### config.mk
export PLATFORM = sky130hd
export DESIGN_NAME = bl_nibble_loader
export DESIGN_NICKNAME = d
export VERILOG_FILES = /design/src/rtl/bl_nibble_loader_pkg.sv /design/src/rtl/bl_nibble_loader_sync_edge_detect.sv /design/src/rtl/bl_nibble_loader.sv
export SDC_FILE = /design/constraint.sdc
export NUM_CORES = 1
export LEC_CHECK = 0
export ABC_AREA = 1
export CAP_MARGIN = 20
export CORE_ASPECT_RATIO = 1.1
export CORE_MARGIN = 2
export CORE_UTILIZATION = 45
export DETAILED_ROUTE_END_ITERATION = 8
export PLACE_DENSITY = 0.69
export SLEW_MARGIN = 40
export SYNTH_ARGS = -nofsm -noshare
export SYNTH_HDL_FRONTEND = slang
export SYNTH_HIERARCHICAL = 1
export SYNTH_SLANG_ARGS = --single-unit
### constraint.sdc
create_clock -name clk_i -period 1.2 [get_ports clk_i]
set_input_delay 0.18 -clock clk_i [delete_from_list [all_inputs] [get_ports clk_i]]
set_output_delay 0.18 -clock clk_i [all_outputs]
set_load 0.05 [all_outputs]
### src/rtl/bl_nibble_loader_pkg.sv
// Shared widths and defaults for the bootloader nibble loader.
// Values match the 4-bit CPU the loader feeds.
package bl_nibble_loader_pkg;

  localparam int unsigned REGISTER_WIDTH_DEF       = 4;
  localparam int unsigned MEMORY_ADDRESS_WIDTH_DEF = 4;
  localparam int unsigned MEMORY_REGISTERS_DEF     = 16;
  localparam int unsigned SYNC_STAGES_DEF          = 2;
  localparam int unsigned STATE_W                  = 3;

endpackage

### src/rtl/bl_nibble_loader_sync_edge_detect.sv
// Multi-flop synchronizer for an asynchronous pin with rising-edge detection.
// rise_o is high for one cycle when the synchronized level goes 0 -> 1.
module sync_edge_detect
  import bl_nibble_loader_pkg::*;
#(
  parameter int unsigned SYNC_STAGES = SYNC_STAGES_DEF
) (
  input  logic clk_i,
  input  logic reset_i,
  input  logic d_i,
  output logic rise_o
);

  logic [SYNC_STAGES-1:0] sync_q;
  logic                   last_q;

  always_ff @(posedge clk_i or negedge reset_i) begin
    if (!reset_i) begin
      sync_q <= '0;
      last_q <= 1'b0;
    end else begin
      sync_q <= {sync_q[SYNC_STAGES-2:0], d_i};
      last_q <= sync_q[SYNC_STAGES-1];
    end
  end

  assign rise_o = sync_q[SYNC_STAGES-1] & ~last_q;

endmodule

### src/rtl/bl_nibble_loader.sv
// Bootloader front end: receives a 16-nibble image plus checksum over a
// strobe-qualified pin interface and writes it into the CPU's memory.
module bl_nibble_loader
  import bl_nibble_loader_pkg::*;
#(
  parameter int unsigned REGISTER_WIDTH       = REGISTER_WIDTH_DEF,
  parameter int unsigned MEMORY_ADDRESS_WIDTH = MEMORY_ADDRESS_WIDTH_DEF,
  parameter int unsigned MEMORY_REGISTERS     = MEMORY_REGISTERS_DEF,
  parameter int unsigned SYNC_STAGES          = SYNC_STAGES_DEF
) (
  input  logic                            clk_i,
  input  logic                            reset_i,
  input  logic                            ld_start_i,
  input  logic                            ld_strobe_i,
  input  logic [REGISTER_WIDTH-1:0]       ld_data_i,
  output logic                            bl_programm_o,
  output logic [REGISTER_WIDTH-1:0]       bl_data_o,
  output logic [MEMORY_ADDRESS_WIDTH-1:0] bl_address_o,
  output logic                            bl_write_en_mem_o,
  output logic                            done_o,
  output logic                            err_o
);

  localparam logic [STATE_W-1:0] S_IDLE  = 3'd0;
  localparam logic [STATE_W-1:0] S_LOAD  = 3'd1;
  localparam logic [STATE_W-1:0] S_CHECK = 3'd2;
  localparam logic [STATE_W-1:0] S_DONE  = 3'd3;
  localparam logic [STATE_W-1:0] S_ERROR = 3'd4;

  localparam logic [MEMORY_ADDRESS_WIDTH-1:0] LAST_ADDR =
    MEMORY_ADDRESS_WIDTH'(MEMORY_REGISTERS - 1);

  typedef enum logic [STATE_W-1:0] {
    IDLE  = S_IDLE,
    LOAD  = S_LOAD,
    CHECK = S_CHECK,
    DONE  = S_DONE,
    ERROR = S_ERROR
  } state_t;

  state_t                          state_q;
  logic [MEMORY_ADDRESS_WIDTH-1:0] cnt_q;
  logic [REGISTER_WIDTH-1:0]       sum_q;
  logic                            strobe_rise;
  logic                            start_rise;

  sync_edge_detect #(.SYNC_STAGES(SYNC_STAGES)) u_strobe_sync (
    .clk_i   (clk_i),
    .reset_i (reset_i),
    .d_i     (ld_strobe_i),
    .rise_o  (strobe_rise)
  );

  sync_edge_detect #(.SYNC_STAGES(SYNC_STAGES)) u_start_sync (
    .clk_i   (clk_i),
    .reset_i (reset_i),
    .d_i     (ld_start_i),
    .rise_o  (start_rise)
  );

  // Load sequencer; a start edge overrides any strobe edge in the same cycle.
  always_ff @(posedge clk_i or negedge reset_i) begin
    if (!reset_i) begin
      state_q           <= IDLE;
      cnt_q             <= '0;
      sum_q             <= '0;
      bl_programm_o     <= 1'b0;
      bl_data_o         <= '0;
      bl_address_o      <= '0;
      bl_write_en_mem_o <= 1'b0;
      done_o            <= 1'b0;
      err_o             <= 1'b0;
    end else begin
      bl_write_en_mem_o <= 1'b0;
      if (start_rise) begin
        state_q       <= LOAD;
        cnt_q         <= '0;
        sum_q         <= '0;
        done_o        <= 1'b0;
        err_o         <= 1'b0;
        bl_programm_o <= 1'b1;
      end else begin
        case (state_q)
          LOAD: begin
            if (strobe_rise) begin
              bl_data_o         <= ld_data_i;
              bl_address_o      <= cnt_q;
              bl_write_en_mem_o <= 1'b1;
              sum_q             <= sum_q + ld_data_i;
              cnt_q             <= cnt_q + MEMORY_ADDRESS_WIDTH'(1);
              if (cnt_q == LAST_ADDR) state_q <= CHECK;
            end
          end
          CHECK: begin
            if (strobe_rise) begin
              if (ld_data_i == sum_q) begin
                state_q       <= DONE;
                done_o        <= 1'b1;
                bl_programm_o <= 1'b0;
              end else begin
                state_q <= ERROR;
                err_o   <= 1'b1;
              end
            end
          end
          default: ;
        endcase
      end
    end
  end

endmodule

==> flow_metrics.py <==
metrics = {
    "yosys": {
        "synth.avg_cell_area_sq_um": 9.43,
        "synth.yosys.seq_area_share_pct": 55.0,
        "synth_cell_types": 21,
        "ys_ff_latch": 29,
        "synth_nets": 153,
        "syn_area_sq_um": 1320,
        "synth-warning-count": 6,
        "synthCells": 140,
    },
    "global_route": {
        "grt_start_max_net_pins": 30,
        "grt_usage_pct": 18.1,
        "grt_overflow": 0,
        "grt_pass1_wl_mm": 4.50,
        "first_global_vias": 1042,
        "antenna_found_initial": 0,
    },
    "floorplanning": {
        "die_area_sq_um": 3380,
        "num_rows": 20,
        "core_sq_um": 2780,
        "die_h_microns": 60.8,
        "die_x_microns": 55.6,
        "pin_count": 20,
        "initial_utilization_pct": 47.5,
    },
    "cts": {
        "htreeDepth": 2,
        "cts_buffer_depth": 2,
        "cts_tree": "yes",
        "cts_sinks": 29,
        "root_buffer": "clkbuf_4",
        "cts_made_buffers": 5,
        "clkLatencyLatePin_ns": 0.33,
        "clkTransAtPathRegs_ns": 0.08,
    },
    "status": {
        "outcome": "finished, violations left",
        "violations": "negative setup slack",
    },
    "pwr": {
        "leakage_nw": 0.943,
        "p_per_area_nw_per_um2": 2160,
        "clkPwrFrac_pct": 13.8,
        "power_frac_comb_pct": 51.1,
        "power_w": 0.00431,
        "swShare_pct": 40.7,
        "ir_drop_uv": 2060,
        "p_sw_w": 0.00175,
        "p_int_w": 0.00255,
        "seq_power_share_pct": 35.1,
    },
    "setup_path": {
        "rrSetupSlack_ns": -0.10,
        "reg2reg_to": "bl_programm_o",
        "cp_cell_sequence": "ha_4 > nor2_4 > nand2_2 > nor2_4 > nand3_2 > nand2_1 > nand2_1",
        "path_class": "flip-flop to flip-flop",
        "reg2reg_from": "sum_q[1]",
        "arrival_ns": 1.53,
        "reg2regPathDepth": 7,
        "critPathMaxStageDelay_ns": 0.44,
        "path_max_fanout": 3,
        "required_ns": 1.43,
        "startpoint_type": "flip-flop",
        "slowest_stage": "dfrtp_1",
        "end_kind": "flip-flop",
    },
    "placed_design": {
        "portBuffers": 19,
        "gp_congestion": 0.865,
        "post-dp-hpwl_mm": 1.92,
        "placed_area_sq_um": 1800,
    },
    "timing": {
        "setup_violations": 21,
        "fin_crit_ns": 1.30,
        "slew_viol_final": 0,
        "hold_viol_final": 0,
        "skew_ns": 0.00918,
        "worstMarginPinSlew_ns": 0.237,
        "slew_headroom_pct": 84.2,
        "setup_ws_ns": -0.101,
        "min_period_over_period_pct": 108,
        "rsz0062_at_grt": "true",
        "max_freq_mhz": 769,
    },
    "detailed_routing": {
        "routedWlPerCell_microns": 12.8,
        "vias": 1061,
        "routed_wl_mm": 2.77,
        "drtPass1Iterations": 4,
        "ant_nets": 0,
        "drt-vias-per-instance": 4.91,
        "drt-initial-drc-count": 21,
        "drc": 0,
    },
    "flow_run": {
        "maxCapViolCount": 0,
    },
    "finish": {
        "layout_commonest_cell": "nand2_1",
        "design_area_sq_um": 2000,
        "n_antenna_cell": 0,
        "final_util_pct": 71.9,
        "drive_gt1_share_pct": 44.8,
        "fillers": 205,
        "mostFrequentLayoutCells": "nand2_1, dfrtp_1, nand2_2, buf_12, inv_1",
        "nets": 196,
        "areaGrowthSynthToFinish_pct": 51.4,
    },
    "hold_path": {
        "min_path_type": "primary input to asynchronous set/reset pin",
    },
}
==> state kept, by name, summed over array words and instances, names as in the netlist, 2 cells and up <==
| signal | count |
|---|---|
| bl_address_o | 4 |
| bl_data_o | 4 |
| cnt_q | 4 |
| state_q | 3 |
| sum_q | 4 |
| u_start_sync/sync_q | 2 |
| u_strobe_sync/sync_q | 2 |
==> repair_timing <==
action,CTS,global route
pin swaps,3,6
hold buffers,0,0
resized for setup,9,32
endpoints found under the setup margin,12,22
gates cloned,0,2
buffers inserted,1,2
==> worst max path at each step <==
stage	from	endpoint	slack (ns)	depth (start not counted)
3_3_place_gp	ld_data_i[0]	state_q[1]	-0.38	9
5_1_grt	sum_q[0]	state_q[1]	-0.16	8
4_1_cts	sum_q[1]	bl_programm_o	-0.07	7
2_1_floorplan	sum_q[0]	sum_q[1]	-0.003	4
6_report	sum_q[1]	bl_programm_o	-0.10	7
3_5_place_dp	ld_data_i[0]	state_q[1]	-0.37	9
==> cells by family (layout without fill, tap and decap cells) <==
group	count (synthesis)	in the layout	synth area share, %
buffers and inverters	19	62	6.07
flip-flops	29	29	55.0
AO/OA/AOI/OAI	18	18	9.67
AND/OR/NAND/NOR	67	67	22.7
adder cells (fa/ha/maj)	5	5	5.31
XOR/XNOR	2	2	1.33
==> cells in the mapped netlist (all sizes together) <==
library cell	number	area, sq um
a21oi	5	25.0
buf	1	11.3
clkinv	1	5.00
dfrtp	29	726
fa	1	20.0
ha	4	50.1
inv	17	63.8
nand2	50	190
nand3	8	45.0
nand4	1	21.3
nor2	8	42.5
o21ai	12	90.1
o22ai	1	12.5
xnor2	2	17.5
==> critical path, delay by kind of cell, from the launching register on <==
kind	cells	cell delay [ns]
AND/OR/NAND/NOR	6	0.50
flip-flops	1	0.44
adder cells (fa/ha/maj)	1	0.26
==> per-layer routing <==
metal  vias up  share of wire, %  global-route usage [%]
li1        522                 -                       -
met2        20                52                    30.3
met3        10               4.5                    7.46
met1       509                41                    19.9
met4         0               2.7                    10.1
met5         -                 0                       0
==> power groups by stage <==
| stage | clock network [W] | logic (W) | registers (W) |
|---|---|---|---|
| 2_1_floorplan | 0 | 0.000690 | 0.00184 |
| 6_report | 0.000593 | 0.00220 | 0.00151 |
| 3_3_place_gp | 0 | 0.00187 | 0.00149 |
| 3_5_place_dp | 0 | 0.00192 | 0.00151 |
| 4_1_cts | 0.000608 | 0.00202 | 0.00149 |
| 5_1_grt | 0.000654 | 0.00235 | 0.00155 |
==> area by class of cell <==
class / instances / area (sq um) / share of cell area (%)
sequential: 29 / 726 / 36.3
multi-input combinational: 92 / 626 / 31.3
timing repair buffer: 36 / 473 / 23.7
inverter: 18 / 72.6 / 3.63
clock buffer: 7 / 55.1 / 2.76
tap: 33 / 41.3 / 2.07
timing repair inverter: 1 / 5.00 / 0.250
==> stage by stage <==
stage	cells	setup WS (ns)	hold WS, ns	setup TNS (ns)
6_report	216	-0.101	0.200	-0.883
5_1_grt	216	-0.157	0.213	-2.51
4_1_cts	212	-0.0709	0.205	-0.306
3_5_place_dp	204	-0.374	0.341	-3.20
3_3_place_gp	204	-0.380	0.337	-3.12
2_1_floorplan	140	-0.00263	-0.116	-0.00300
(Power assumes the default switching activity.)
